### src/rtl/heartbeat_pkg.sv
// rtl/heartbeat_pkg.sv - shared state enum, LED patterns and default timing for the heartbeat sequencer
package heartbeat_pkg;

  typedef enum logic [2:0] {
    ST_IDLE,
    ST_BEAT1,
    ST_GAP,
    ST_BEAT2,
    ST_REST
  } hb_state_e;

  localparam logic [9:0] PAT_BEAT1 = 10'b1111111111;
  localparam logic [9:0] PAT_BEAT2 = 10'b0011111100;
  localparam logic [9:0] PAT_OFF   = 10'b0000000000;

  localparam int DEF_TICK_DIV   = 50000;
  localparam int DEF_BEAT_TICKS = 100;
  localparam int DEF_GAP_TICKS  = 150;
  localparam int DEF_REST0      = 1000;
  localparam int DEF_REST1      = 700;
  localparam int DEF_REST2      = 450;
  localparam int DEF_REST3      = 250;

  function automatic logic [9:0] led_pattern(input hb_state_e s);
    case (s)
      ST_BEAT1: led_pattern = PAT_BEAT1;
      ST_BEAT2: led_pattern = PAT_BEAT2;
      default:  led_pattern = PAT_OFF;
    endcase
  endfunction

endpackage

### src/rtl/tick_prescaler.sv
// rtl/tick_prescaler.sv - divides the clock into a one-cycle tick every TICK_DIV cycles
module tick_prescaler #(
  parameter int TICK_DIV = heartbeat_pkg::DEF_TICK_DIV
) (
  input  logic clk,
  input  logic reset,
  input  logic clear,
  output logic tick
);

  localparam int CW = (TICK_DIV > 2) ? $clog2(TICK_DIV) : 1;
  localparam logic [CW-1:0] LAST = CW'(TICK_DIV - 1);

  logic [CW-1:0] cnt;

  assign tick = (cnt == LAST);

  always_ff @(posedge clk) begin
    if (reset || clear) begin
      cnt <= '0;
    end else if (tick) begin
      cnt <= '0;
    end else begin
      cnt <= cnt + 1'b1;
    end
  end

endmodule

### src/rtl/heartbeat_sequencer.sv
// rtl/heartbeat_sequencer.sv - two-beat LED heartbeat with a four-step selectable rest interval
module heartbeat_sequencer
  import heartbeat_pkg::*;
#(
  parameter int TICK_DIV   = DEF_TICK_DIV,
  parameter int BEAT_TICKS = DEF_BEAT_TICKS,
  parameter int GAP_TICKS  = DEF_GAP_TICKS,
  parameter int REST0      = DEF_REST0,
  parameter int REST1      = DEF_REST1,
  parameter int REST2      = DEF_REST2,
  parameter int REST3      = DEF_REST3
) (
  input  logic       CLOCK_50,
  input  logic       RESET,
  input  logic       enable,
  input  logic       rate_step,
  output logic [9:0] LEDR,
  output logic       beat_pulse,
  output logic [1:0] rate
);

  localparam logic [10:0] BEAT_LEN = 11'(BEAT_TICKS);
  localparam logic [10:0] GAP_LEN  = 11'(GAP_TICKS);
  localparam logic [10:0] REST0_LEN = 11'(REST0);
  localparam logic [10:0] REST1_LEN = 11'(REST1);
  localparam logic [10:0] REST2_LEN = 11'(REST2);
  localparam logic [10:0] REST3_LEN = 11'(REST3);

  hb_state_e   state, state_next;
  logic [10:0] phase;
  logic [10:0] rest_len;
  logic [10:0] rest_sel;
  logic [10:0] cur_len;
  logic        tick;
  logic        phase_done;
  logic        counter_clear;

  tick_prescaler #(
    .TICK_DIV(TICK_DIV)
  ) u_prescaler (
    .clk  (CLOCK_50),
    .reset(RESET),
    .clear(counter_clear),
    .tick (tick)
  );

  always_comb begin
    rest_sel = REST0_LEN;
    case (rate)
      2'd0: rest_sel = REST0_LEN;
      2'd1: rest_sel = REST1_LEN;
      2'd2: rest_sel = REST2_LEN;
      2'd3: rest_sel = REST3_LEN;
      default: rest_sel = REST0_LEN;
    endcase
  end

  always_comb begin
    state_next = state;
    cur_len    = BEAT_LEN;
    case (state)
      ST_GAP:  cur_len = GAP_LEN;
      ST_REST: cur_len = rest_len;
      default: cur_len = BEAT_LEN;
    endcase
    phase_done = tick && (phase == cur_len - 11'd1);

    if (state == ST_IDLE) begin
      if (enable) state_next = ST_BEAT1;
    end else if (!enable) begin
      state_next = ST_IDLE;
    end else if (phase_done) begin
      case (state)
        ST_BEAT1: state_next = ST_GAP;
        ST_GAP:   state_next = ST_BEAT2;
        ST_BEAT2: state_next = ST_REST;
        ST_REST:  state_next = ST_BEAT1;
        default:  state_next = ST_IDLE;
      endcase
    end

    // Holding the counters clear in IDLE makes every first state start from a clean tick.
    counter_clear = (state_next != state) || (state == ST_IDLE);
  end

  always_ff @(posedge CLOCK_50) begin
    if (RESET) begin
      state      <= ST_IDLE;
      phase      <= '0;
      rate       <= '0;
      rest_len   <= REST0_LEN;
      LEDR       <= PAT_OFF;
      beat_pulse <= 1'b0;
    end else begin
      state <= state_next;
      if (counter_clear) begin
        phase <= '0;
      end else if (tick) begin
        phase <= phase + 11'd1;
      end
      rate <= rate + {1'b0, rate_step};
      // Latched only on entry so a rate change mid-REST waits for the next REST.
      if (state_next == ST_REST && state != ST_REST) begin
        rest_len <= rest_sel;
      end
      LEDR       <= led_pattern(state_next);
      beat_pulse <= (state_next == ST_BEAT1) && (state != ST_BEAT1);
    end
  end

endmodule

### config.mk
export PLATFORM = sky130hd
export DESIGN_NAME = heartbeat_sequencer
export DESIGN_NICKNAME = d
export VERILOG_FILES = /design/src/rtl/heartbeat_pkg.sv /design/src/rtl/tick_prescaler.sv /design/src/rtl/heartbeat_sequencer.sv
export SDC_FILE = /design/constraint.sdc
export NUM_CORES = 1
export LEC_CHECK = 0
export BUFFER_PORTS_ARGS = -buffer_cell sky130_fd_sc_hd__buf_2
export CAP_MARGIN = 15
export CORE_ASPECT_RATIO = 1.2
export CORE_MARGIN = 5
export CORE_UTILIZATION = 55
export CTS_BUF_LIST = sky130_fd_sc_hd__clkbuf_8
export DETAILED_ROUTE_END_ITERATION = 7
export PLACE_DENSITY = 0.82
export SYNTH_ARGS = -nofsm -noshare
export SYNTH_HDL_FRONTEND = slang
export SYNTH_SLANG_ARGS = --single-unit
### constraint.sdc
create_clock -name CLOCK_50 -period 4.41 [get_ports CLOCK_50]
set_input_delay 1.323 -clock CLOCK_50 [delete_from_list [all_inputs] [get_ports CLOCK_50]]
set_output_delay 1.323 -clock CLOCK_50 [all_outputs]
set_load 0.02 [all_outputs]
# After elaboration in Yosys (flattened, before gate mapping)
# Index checks and enable logic that the tools add are counted.
classes:
  eq_ne: 15
  n_reduce_logical: 9
  n_addsub: 4
  n_mux: 8
op_table:
  columns: ["operator", "count"]
  rows:
  - ["$pmux W11 S4", 1]
  - ["$pmux W11 S2", 1]
  - ["$pmux W10 S2", 1]
  - ["$add A16 B1 Y16 const B", 1]
  - ["$eq A16 B16 Y1 const B", 1]
  - ["$mux W3", 4]
  - ["$pmux W3 S4", 1]
  - ["$add A11 B1 Y11 const B", 1]
  - ["$eq A11 B11 Y1", 1]
  - ["$sub A11 B1 Y11 const B", 1]
  - ["$eq A3 B2 Y1 const B", 3]
  - ["$eq A3 B1 Y1 const B", 2]
  - ["$eq A3 B3 Y1 const B", 2]
  - ["$eq A2 B2 Y1 const B", 2]
  - ["$reduce_or A2 Y1", 2]
  - ["$logic_and A1 B1 Y1", 3]
  - ["$logic_not A3 Y1", 1]
  - ["$ne A3 B1 Y1 const B", 1]
  - ["$ne A3 B3 Y1", 1]
  - ["$ne A3 B3 Y1 const B", 1]
  - ["$add A2 B1 Y2", 1]
  - ["$eq A2 B1 Y1 const B", 1]
  - ["$logic_not A2 Y1", 1]
  - ["$logic_or A1 B1 Y1", 2]
word_totals:
  input_bits: 4
  regBits: 54
  word_cells: 43

# Longest topological paths before layout
# Gate-level depths: netlist (run 1).
depth:
  depth_word: 12
  ltp_mapped: 14
  depth_no_buf: 10

# Hierarchy
# A second synthesis (run 1) with hierarchy kept.
unflattened:
  cells_unflattened: 260
  area_unflattened_um2: 2341.0
modules_own_cells:
  columns: ["mod", "area_per_inst_um2", "cells_per_inst", "instances"]
  rows:
  - ["heartbeat_sequencer", 1620.3, 180, 1]
  - ["tick_prescaler", 720.7, 80, 1]

# Worst setup path before layout (run 1)
# Ideal clock, no wire load.
synth_timing:
  path_type: "flip-flop to flip-flop"
  startpoint: "register state[2]"
  endpoint: "register rest_len[1]"
  setup_time_ns: 0.121
  arrival_time_ns: 3.020
  setup_slack_ns: 1.269
  stages_incl_launch_ff: 14
  path_buffers: 3
  cell_sequence: "dfxtp_1 -> buf_4 -> or3b_2 -> clkbuf_1 -> nor2_1 -> ha_1 -> a22oi_1 -> o2111ai_1 -> nor3b_2 -> nand4_1 -> a2111o_1 -> buf_6 -> nor3_4 -> mux2_4"
synth_via:
  elab_chain_cells: 10
  word_cells_on_any_way: 17
synth_rtl:
  columns: ["element", "line_no", "source"]
  rows:
  - ["from (decl)", "heartbeat_sequencer.sv:29", "hb_state_e state, state_next;"]
  - ["from (signal assigned)", "heartbeat_sequencer.sv:95", "state <= state_next;"]
  - ["$eq A3 B3 Y1 / $eq A3 B2 Y1 (equally long branches)", "heartbeat_sequencer.sv:61, heartbeat_sequencer.sv:73", null]
  - ["$pmux W11 S2", "heartbeat_sequencer.sv:61", "case (state)"]
  - ["$sub A11 B1 Y11", "heartbeat_sequencer.sv:66", "phase_done = tick && (phase == cur_len - 11'd1);"]
  - ["$eq A11 B11 Y1", "heartbeat_sequencer.sv:66", null]
  - ["$logic_and A1 B1 Y1", "heartbeat_sequencer.sv:66", null]
  - ["$mux W3", "heartbeat_sequencer.sv:72", "end else if (phase_done) begin"]
  - ["$mux W3", "heartbeat_sequencer.sv:70", "end else if (!enable) begin"]
  - ["$mux W3", "heartbeat_sequencer.sv:68", "if (state == ST_IDLE) begin"]
  - ["$eq A3 B3 Y1", "heartbeat_sequencer.sv:103", "if (state_next == ST_REST && state != ST_REST) begin"]
  - ["$logic_and A1 B1 Y1 *", "heartbeat_sequencer.sv:103", null]
  - ["to (signal assigned)", "heartbeat_sequencer.sv:104", "rest_len <= rest_sel;"]
  - ["to (decl)", "heartbeat_sequencer.sv:31", "logic [10:0] rest_len;"]
# Mark *: on every way between the ends. The rest lies on a longest branch, timed or not.
# A chain may end at the register's enable or synchronous reset.

# Worst setup path in the final report (run 1)
layout_timing:
  startpoint: "register state[1]"
  endpoint: "register rest_len[1]"
# Same word-level chain as after synthesis.

==> results of run 1 <==
-- cell families after synthesis --
logic type / count (synthesis) / synth area share [%]
multiplexers: 12 / 6.06
buffers and inverters: 31 / 7.07
AO/OA/AOI/OAI: 18 / 6.17
flip-flops: 42 / 37.7
XOR/XNOR: 31 / 12.2
adder cells (fa/ha/maj): 4 / 2.24
AND/OR/NAND/NOR: 121 / 28.6
-- worst max-delay path by stage --
stage                                    from                       end  cells past startpoint
after global placement    state[1]$_SDFF_PP0_  rest_len[1]$_SDFFE_PP0P_                     10
after global routing      state[1]$_SDFF_PP0_  rest_len[1]$_SDFFE_PP0P_                     10
after CTS                 state[1]$_SDFF_PP0_  rest_len[1]$_SDFFE_PP0P_                     10
after detailed placement  state[1]$_SDFF_PP0_  rest_len[1]$_SDFFE_PP0P_                     10
final                     state[1]$_SDFF_PP0_  rest_len[1]$_SDFFE_PP0P_                     10
after floorplan           state[2]$_SDFF_PP0_  rest_len[1]$_SDFFE_PP0P_                     13
-- per-layer routing --
| layer | track usage [%] | vias up | routed length [µm] |
|---|---|---|---|
| met5 | 0 | - | 0 |
| met4 | 9.94 | 0 | 109 |
| met3 | 4.23 | 9 | 153 |
| met2 | 27.2 | 26 | 1910 |
| met1 | 18.4 | 736 | 1660 |
| li1 | - | 874 | - |
-- flip-flops by register name (all words and copies together), names as in the netlist --
register         cells
u_prescaler.cnt     16
phase               11
rest_len             7
state                3
LEDR                 2
rate                 2
beat_pulse           1
-- power groups by stage --
stage                     combinational [mW]  clock, mW  sequential (mW)
after detailed placement              0.0417          0            0.399
after global placement                0.0411          0            0.399
after global routing                  0.0454      0.284            0.392
after CTS                             0.0417      0.265            0.390
after floorplan                       0.0330          0            0.402
final                                 0.0409      0.255            0.390
-- worst max-delay path, delay by kind of cell, from the launching register on --
| kind | cells | cell delay, ns |
|---|---|---|
| AND/OR/NAND/NOR | 3 | 1.03 |
| XOR/XNOR | 1 | 0.08 |
| multiplexers | 1 | 0.34 |
| flip-flops | 1 | 0.56 |
| AO/OA/AOI/OAI | 4 | 1.16 |
| adder cells (fa/ha/maj) | 1 | 0.25 |
-- placed cells by master (no fill, tap or decap), drive strengths merged, types with 7 or more instances in the layout --
cell / instances
nor2: 52
dfxtp: 42
xnor2: 16
buf: 16
nand2: 15
xor2: 15
inv: 11
mux2i: 9
nand3: 9
nor3: 9
nand4: 7
-- cell type report --
type,count,area (µm²)
well taps,54,67.6
inverters,11,41.3
fillers,372,1590
clock inverters,2,12.5
clock buffers,6,82.6
multi-input cells,186,1230
repair buffers,16,80.1
flip-flops and latches,42,841
==> results.md, run 1 <==
- Root buf cell: clkbuf_8
- Status: completed
- Final WS setup: 0.876 ns
- Via count: 1645
- Synthesis-to-finish area growth: 5.67%
- Net count, final: 270
- Total power: 0.687 mW
- Post-synth top cells: nor2_1, dfxtp_1, xnor2_1
- Cell count after synthesis: around 260
- Synth cell types: 47
- Asr flop ratio synth: 0%
- Syn nets: between 200 and 300
- Post-layout min period: ~3.5 ns
- I/O pin cnt: 17
- Vias/cell: 5.19
- Final std cells w/o fill: around 320
- Static Leak: around 0.84 nW
- Initial antenna violation count: 0
- Setup violators final: 0
- RSZ-0062 raised after global routing: false
- Die H: around 80 µm
- Post-CTS setup buffers: 0
- Cell with the most instances after synthesis: nor2_1
- Residual DRC: 0
- Clock power frac: between 30% and 40%
- # clock sinks: 42
- WL final: approximately 3800 µm
- TritonRoute pass-1 iters: 4
- Ys flop type: dfxtp_1
- Yosys top cell area share: between 30% and 40%
- Synth Cell Area: between 2000 and 2500 µm²
- Largest net degree at the start of global routing: 17
- Placed cells: slightly above 300
- H-tree depth: 2
- Sequential share of the synthesized area: 37.7%
- PwrDens: a little under 300 nW/µm²
- PostCTS Resize Cnt: 0
- WHS: 0.470 ns
- Worst Hold Class: reg -> reg
- Hpwl dp: around 2800 µm
- Clock latency on the worst-skew pair: 0.30 ns
- Sequential share of power: 56.8%
- CTS Hold Bufs: 0
- Core area: approximately 4000 µm²
- Relative slew slack: between 60 and 70%
- Area after DPL: approximately 2300 µm²
- RR Startpoint: state[1]$_SDFF_PP0_
- Fin. Hold Viols: 0
- Die X: around 70 µm
- Reg2reg setup slack: between 0.8 and 0.9 ns
- Dominant cells by area after synthesis: dfxtp_1, nor2_1, xnor2_1, xor2_1, mux2i_1
- Number of synthesized register bits: 42
- Crit share post-route: between 80 and 90%
- CTS Buf Count: 5
- CTS tree: built
- Layout cells sized above 1: 12.5%
- Initial Util: a little under three fifths
- DRT iter0 DRCs: just under 70
- First-pass GRT wire length: roughly 6700 µm
- Crit Reg-Reg Endpoint: rest_len[1]$_SDFFE_PP0P_
- Combinational Power Share: 6.0%
- Slew Viols, Final: 0
- Setup CP Type: reg -> reg
- Max Clock Freq: around 280 MHz
- # Max-Cap Violations: 0
- R2R cell count: 10
- Worst Path Arrival: approximately 3.7 ns
- Finished Core Util: between 50% and 60%
- Vias in the first global route: roughly 1.6k
- Worst slew pin tran: around 0.56 ns
- Clock Skew: between 0.01 and 0.015 ns
- Min-delay src: u_prescaler.cnt[0]$_SDFF_PP0_
- Crit path required time: approximately 4.6 ns
- Setup TNS after final layout: 0 ns
- Psw: around 0.16 mW
- Pre-CTS setup slack: ~0.88 ns
- Yosys warnings: 0
- Worst-path clk slew: roughly 0.07 ns
- Synth area leader: dfxtp_1
- Crit-path max cell delay: 0.57 ns
- Switch share: between 20% and 30%
- Post-synth EDFFs: 0
- PortBufs: 16
- Hold EP: u_prescaler.cnt[0]$_SDFF_PP0_
- Clock Path Buffers: 2
- DR WL/cell: around 12 µm
- ANT nets after route: 0
- Worst path slowest cell: a2111o_1
- Row count: 25
- Antenna cell count: 0
- Routability Congestion: 0.849
- Cell Chain, Critical Path: or3b_1 > o31a_1 > ha_1 > nor2b_1 > o311a_1 > a21oi_1 > xnor2_1 > a2111o_1 > nor3_4 > mux2_4
- Hold Path Depth: 1
- Global Route Usage Sum: around 16%
- Gr ovfl total: 0
- Cell area after layout: ~2400 µm²
- Die area: between 5000 and 6000 µm²
- Synth Area per Inst: 8.61 µm²
- CP Capture Type: flip-flop
- Startpoint class of the critical path: flip-flop
- P_int: roughly 0.52 mW
- Max rail drop VDD: 0.228 mV
- CP Max Fanout: 15
(Power assumes the default switching activity.)
==> run 2, diff against run 1 <==
==> constraint.sdc (replaced) <==
create_clock -name CLOCK_50 -period 3.3 [get_ports CLOCK_50]
set_input_delay 0.99 -clock CLOCK_50 [delete_from_list [all_inputs] [get_ports CLOCK_50]]
set_output_delay 0.99 -clock CLOCK_50 [all_outputs]
set_load 0.02 [all_outputs]
==> run 2 against run 1 <==
Die area unchanged. First-iteration DRC count up 25%. Clock power grew 31%. Largest cell class unchanged. Setup slack lost 0.65 ns. Combinational power rose by 49%. Critical path depth unchanged. Non-clock buffer count up 8. Cell area grew 2.4%. Largest power group unchanged. Wire length increased by 3.1%. Utilization up 1.5 points. Critical path type unchanged. Via count grew 4.6%. Cell count rose by 2.5%.
==> results.md, run 2 (same netlist as run 1, synthesis figures left out) <==
- Antenna cell count: 0
- I/O pin cnt: 17
- CTS tree: built
- ANT nets after route: 0
- DRT iter0 DRCs: 86
- Status: completed
- DR WL met3: ~160 µm
- Worst Path Arrival: approximately 3.3 ns
- Global Route Usage Sum: 16.6%
- Die H: ~80 µm
- Worst Hold Class: reg -> reg
- Gr ovfl total: 0
- Crit path required time: ~3.5 ns
- Crit-path max cell delay: 0.44 ns
- Synthesis-to-finish area growth: 8.25%
- Net count, final: around 280
- PwrDens: about 380 nW/µm²
- Via count: around 1.7k
- R2R cell count: 10
- PortBufs: 16
- Reg2reg setup slack: ~0.23 ns
- Largest net degree at the start of global routing: 17
- CP Max Fanout: 6
- Core area: 3940 µm²
- DR WL met2: between 1500 and 2000 µm
- Most frequent cells in the layout: nor2_1, dfxtp_1, xnor2_1, buf_2
- Post-layout min period: between 3 and 4 ns
- Regs by FF count: u_prescaler.cnt: 16 flops, phase: 11 flops, rest_len: 7 flops
- Vias/cell: 5.30
- Root buf cell: clkbuf_8
- Initial Util: a little under three fifths
- Die area: around 5400 µm²
- Total power: just over 0.9 mW
- Cell Chain, Critical Path: or3b_1 > o31a_1 > ha_1 > nor2b_1 > o311a_1 > a21oi_1 > xnor2_1 > a2111o_1 > nor3_4 > mux2_4
- Met1 WL: around 1700 µm
- TritonRoute pass-1 iters: 4
- Setup CP Type: reg -> reg
- Most common cell after layout, fill and taps aside: nor2_1
- Max rail drop VDD: about 0.35 mV
- Relative slew slack: approximately three fifths
- Fillers: approximately 350
- Routability Congestion: approximately 0.89
- Startpoint class of the critical path: flip-flop
- Static Leak: between 0.8 and 0.9 nW
- DR WL/cell: between 10 and 15 µm
- # Max-Cap Violations: 0
- Hold Path Depth: 1
- Die X: between 60 and 70 µm
- Register area: around 840 µm²
- Initial antenna violation count: 0
- Setup TNS after final layout: 0 ns
- Fin. Hold Viols: 0
- First-pass GRT wire length: just under 7000 µm
- Worst path slowest cell: a2111o_1
- Slew Viols, Final: 0
- Worst-path clk slew: approximately 0.08 ns
- Clock latency on the worst-skew pair: between 0.2 and 0.3 ns
- Clock Skew: 0.00466 ns
- RSZ-0062 raised after global routing: false
- WL final: 3950 µm
- CP Capture Type: flip-flop
- Max reg flops: 16
- Multi-input gate area: roughly 1200 µm²
- # clock sinks: 42
- Finished Core Util: about three fifths
- Largest reg by FF count: u_prescaler.cnt
- Max Clock Freq: between 300 and 400 MHz
- Clock Path Buffers: 2
- Vias in the first global route: about 1.6k
- Setup violators final: 0
- Top routing layer used: met4
- Post-CTS setup buffers: 0
- Crit share post-route: ~93%
- H-tree depth: 2
- Hpwl dp: ~2900 µm
- Layout cells sized above 1: roughly 15%
- Residual DRC: 0
- Worst slew pin tran: just under 0.6 ns
- Row count: 25
- CTS Buf Count: 5
==> run 2: cell count changes in the layout (fill, tap and decap cells not counted), sizes merged <==
| cell | change |
|---|---|
| buf | +8 |
| clkinvlp | -1 |
| inv | +1 |
==> run 2: final timing paths <==
path                                                     from                            end
worst min-delay path            u_prescaler.cnt[0]$_SDFF_PP0_  u_prescaler.cnt[0]$_SDFF_PP0_
worst max-delay path                      state[1]$_SDFF_PP0_       rest_len[4]$_SDFFE_PP0P_
worst min register to register  u_prescaler.cnt[0]$_SDFF_PP0_  u_prescaler.cnt[0]$_SDFF_PP0_
worst max register to register            state[1]$_SDFF_PP0_       rest_len[4]$_SDFFE_PP0P_
==> run 2: routing by layer <==
layer / up-vias / GRT usage (%)
li1: 889 / -
met1: 797 / 18.5
met2: 29 / 28.8
met3: 6 / 4.23
met4: 0 / 7.55
met5: - / 0
==> run 2: where the power goes <==
group	internal [mW]	switching, mW	total (mW)	leakage [nW]
Combinational	0.0216	0.0396	0.0611	0.496
Sequential	0.513	0.00601	0.519	0.340
Clock	0.166	0.169	0.334	0.0524
Total	0.700	0.214	0.914	0.888
==> run 2: stage by stage <==
stage                     setup WS [ns]  cells  hold WS, ns  area [µm²]
after floorplan                   0.159    259        0.430        2230
after global placement            0.191    317        0.441        2320
after detailed placement          0.120    317        0.467        2320
after CTS                         0.115    325        0.484        2410
after global routing             0.0400    325        0.537        2410
final                             0.229    325        0.480        2410
==> run 2: critical path, delay by kind of cell, from the launching register on <==
kind	cells	cell delay (ns)
xor gates and xnor gates	1	0.09
adders and majority gates	1	0.25
AOI/OAI and AO/OA	4	1.02
DFF	1	0.41
and+or+nand+nor	3	0.87
muxes	1	0.33
==> run 2: layout make-up <==
class	instances	share of cell area (%)
repair buffers	24	5.81
well taps	54	2.80
multi-input cells	186	51.0
clock inverters	2	0.363
inverters	11	1.71
clock buffers	6	3.42
flip-flops and latches	42	34.9
==> run 2: repair_timing <==
action                     4_1_cts  5_1_grt
setup endpoints to repair        0       17
hold buffers                     0        0
gates resized for setup          0        1
==> run 3, diff against run 2 <==
--- a/config.mk
+++ b/config.mk
@@ -7,7 +7,6 @@
 export LEC_CHECK = 0
 export BUFFER_PORTS_ARGS = -buffer_cell sky130_fd_sc_hd__buf_2
 export CAP_MARGIN = 15
-export CORE_ASPECT_RATIO = 1.2
 export CORE_MARGIN = 5
 export CORE_UTILIZATION = 55
 export CTS_BUF_LIST = sky130_fd_sc_hd__clkbuf_8
==> run 3 against run 2 <==
Critical path depth increased by 1. Via count increased by 1.1%. Flip-flop and latch count did not move. Die area barely moved. Global-route usage down 0.68 points. Sequential power about the same. Worst hold slack worse by 0.0056 ns. Cell area down 0.62%. Setup slack got worse by 0.033 ns. Clock skew is 0.00061 ns higher. Wire length is 1.7% lower. Count of clock-buffer cells in the layout unchanged. Critical path type unchanged. Largest power group unchanged.
==> results.md, run 3 (same netlist as run 1, synthesis figures left out) <==
- Regs by FF count: u_prescaler.cnt: 16 flops, phase: 11 flops, rest_len: 7 flops
- Initial Util: 56.1%
- Global Route Usage Sum: 15.9%
- Static Leak: just under 0.9 nW
- Status: completed
- Most common cell after layout, fill and taps aside: nor2_1
- Initial antenna violation count: 0
- Layout cells sized above 1: 14.5%
- CTS Buf Count: 5
- Met1 usage: 20.3%
- H-tree depth: 2
- RSZ-0062 raised after global routing: false
- Crit Reg-Reg Endpoint: rest_len[8]$_SDFFE_PP1P_
- Multi-input gate area: around 1200 µm²
- Worst Path Arrival: ~3.3 ns
- R2R cell count: 11
- Core area: just under 4000 µm²
- First-pass GRT wire length: approximately 6700 µm
- Relative slew slack: between 50% and 60%
- Setup CP Type: reg -> reg
- Root buf cell: clkbuf_8
- Clock Skew: ~0.0053 ns
- Hold EP: u_prescaler.cnt[0]$_SDFF_PP0_
- Busiest layer in global routing: met2
- Slew Viols, Final: 0
- Hpwl dp: around 2900 µm
- Die area: roughly 5400 µm²
- Die X: roughly 74 µm
- Critical path launch point: state[1]$_SDFF_PP0_
- Hold Path Depth: 1
- Fin. Hold Viols: 0
- M3 GR Usage: 5.06%
- Reg2reg setup slack: between 0.15 and 0.2 ns
- Synthesis-to-finish area growth: 7.58%
- Max rail drop VDD: around 0.19 mV
- Vias in the first global route: about 1.5k
- WHS: 0.474 ns
- Via count: about 1.7k
- Worst-path clk slew: ~0.080 ns
- Gr ovfl total: 0
- PwrDens: ~380 nW/µm²
- Crit share post-route: a little over nine tenths
- Register area: between 800 and 900 µm²
- I/O pin cnt: 17
- Die H: approximately 74 µm
- Most frequent cells in the layout: nor2_1, dfxtp_1, xnor2_1, buf_2
- Vias/cell: about 5.5
- Min-delay src: u_prescaler.cnt[0]$_SDFF_PP0_
- Clock latency on the worst-skew pair: a little under 0.3 ns
- # clock sinks: between 40 and 50
- CP Max Fanout: 6
- RR Startpoint: state[1]$_SDFF_PP0_
- Post-layout min period: roughly 3.1 ns
- Net count, final: ~280
- Worst slew pin tran: 0.605 ns
- PortBufs: 16
- Residual DRC: 0
- Max Clock Freq: roughly 320 MHz
- CTS tree: built
- Final WS setup: about 0.20 ns
- Routability Congestion: about 0.84
- TritonRoute pass-1 iters: 4
- Worst Hold Class: reg -> reg
- Crit path required time: roughly 3.5 ns
- Setup TNS after final layout: 0 ns
- Final std cells w/o fill: between 300 and 400
- Pre-CTS setup slack: approximately 0.23 ns
- DRT iter0 DRCs: between 100 and 150
- DR WL/cell: roughly 12 µm
- Fillers: 334
- Max reg flops: 16
- Row count: 23
- Clock Path Buffers: 2
- Largest net degree at the start of global routing: 17
- Met2 Usage GRT: 24.1%
- Antenna cell count: 0
- WL final: 3880 µm
- Placed cells: between 300 and 400
- ANT nets after route: 0
- Largest reg by FF count: u_prescaler.cnt
- Startpoint class of the critical path: flip-flop
- Setup violators final: 0
- CP Capture Type: flip-flop
- Total power: just over 0.9 mW
- # Max-Cap Violations: 0
==> run 3: how the worst max path moves through the flow <==
| stage | to | slack (ns) |
|---|---|---|
| floorplan | rest_len[1]$_SDFFE_PP0P_ | 0.16 |
| global placement | rest_len[8]$_SDFFE_PP1P_ | 0.26 |
| detailed placement | rest_len[8]$_SDFFE_PP1P_ | 0.23 |
| CTS | rest_len[8]$_SDFFE_PP1P_ | 0.21 |
| global route | rest_len[8]$_SDFFE_PP1P_ | 0.05 |
| finish | rest_len[8]$_SDFFE_PP1P_ | 0.20 |
==> run 3: through the flow <==
stage          cell area [µm²]  util (%)
6_report                  2400      60.4
5_1_grt                   2400      60.4
4_1_cts                   2400      60.3
3_5_place_dp              2300      57.9
3_3_place_gp              2300      57.9
2_1_floorplan             2230         -
==> run 3: area by class of cell <==
| type | instances | area share [%] |
|---|---|---|
| Multi-Input combinational cell | 186 | 51.4 |
| Clock inverter | 2 | 0.522 |
| Inverter | 11 | 1.72 |
| Sequential cell | 42 | 35.1 |
| Tap cell | 50 | 2.61 |
| Clock buffer | 6 | 3.44 |
| Timing Repair Buffer | 22 | 5.22 |
==> run 3: where the power goes <==
part	switching (mW)	total (mW)	internal, mW	leakage [nW]
clock network	0.175	0.343	0.168	0.0472
logic	0.0378	0.0580	0.0202	0.490
registers	0.00701	0.520	0.513	0.340
==> run 3: per-layer routing <==
| metal | wire (µm) | vias to the layer above | share of wire (%) |
|---|---|---|---|
| li1 | - | 883 | - |
| met1 | 1800 | 813 | 46 |
| met2 | 1750 | 35 | 45 |
| met3 | 235 | 9 | 6.1 |
| met4 | 95 | 0 | 2.5 |
| met5 | 0 | - | 0 |
==> run 3: worst max-delay path: stages, from the launching register on <==
cell and delay (ns):
dfxtp_1 0.43, or3b_1 0.43, o31a_1 0.15, ha_1 0.25, nor2b_1 0.14, o311a_1 0.29, a21oi_1 0.16, xnor2_1 0.09
a2111o_1 0.43, nor3_4 0.26, buf_4 0.21, mux2i_1 0.19
==> run 3: timing repair <==
item	in CTS	in global routing
hold buffers	0	0
resized for setup	0	1
endpoints found under the setup margin	0	1
buffers inserted	0	0
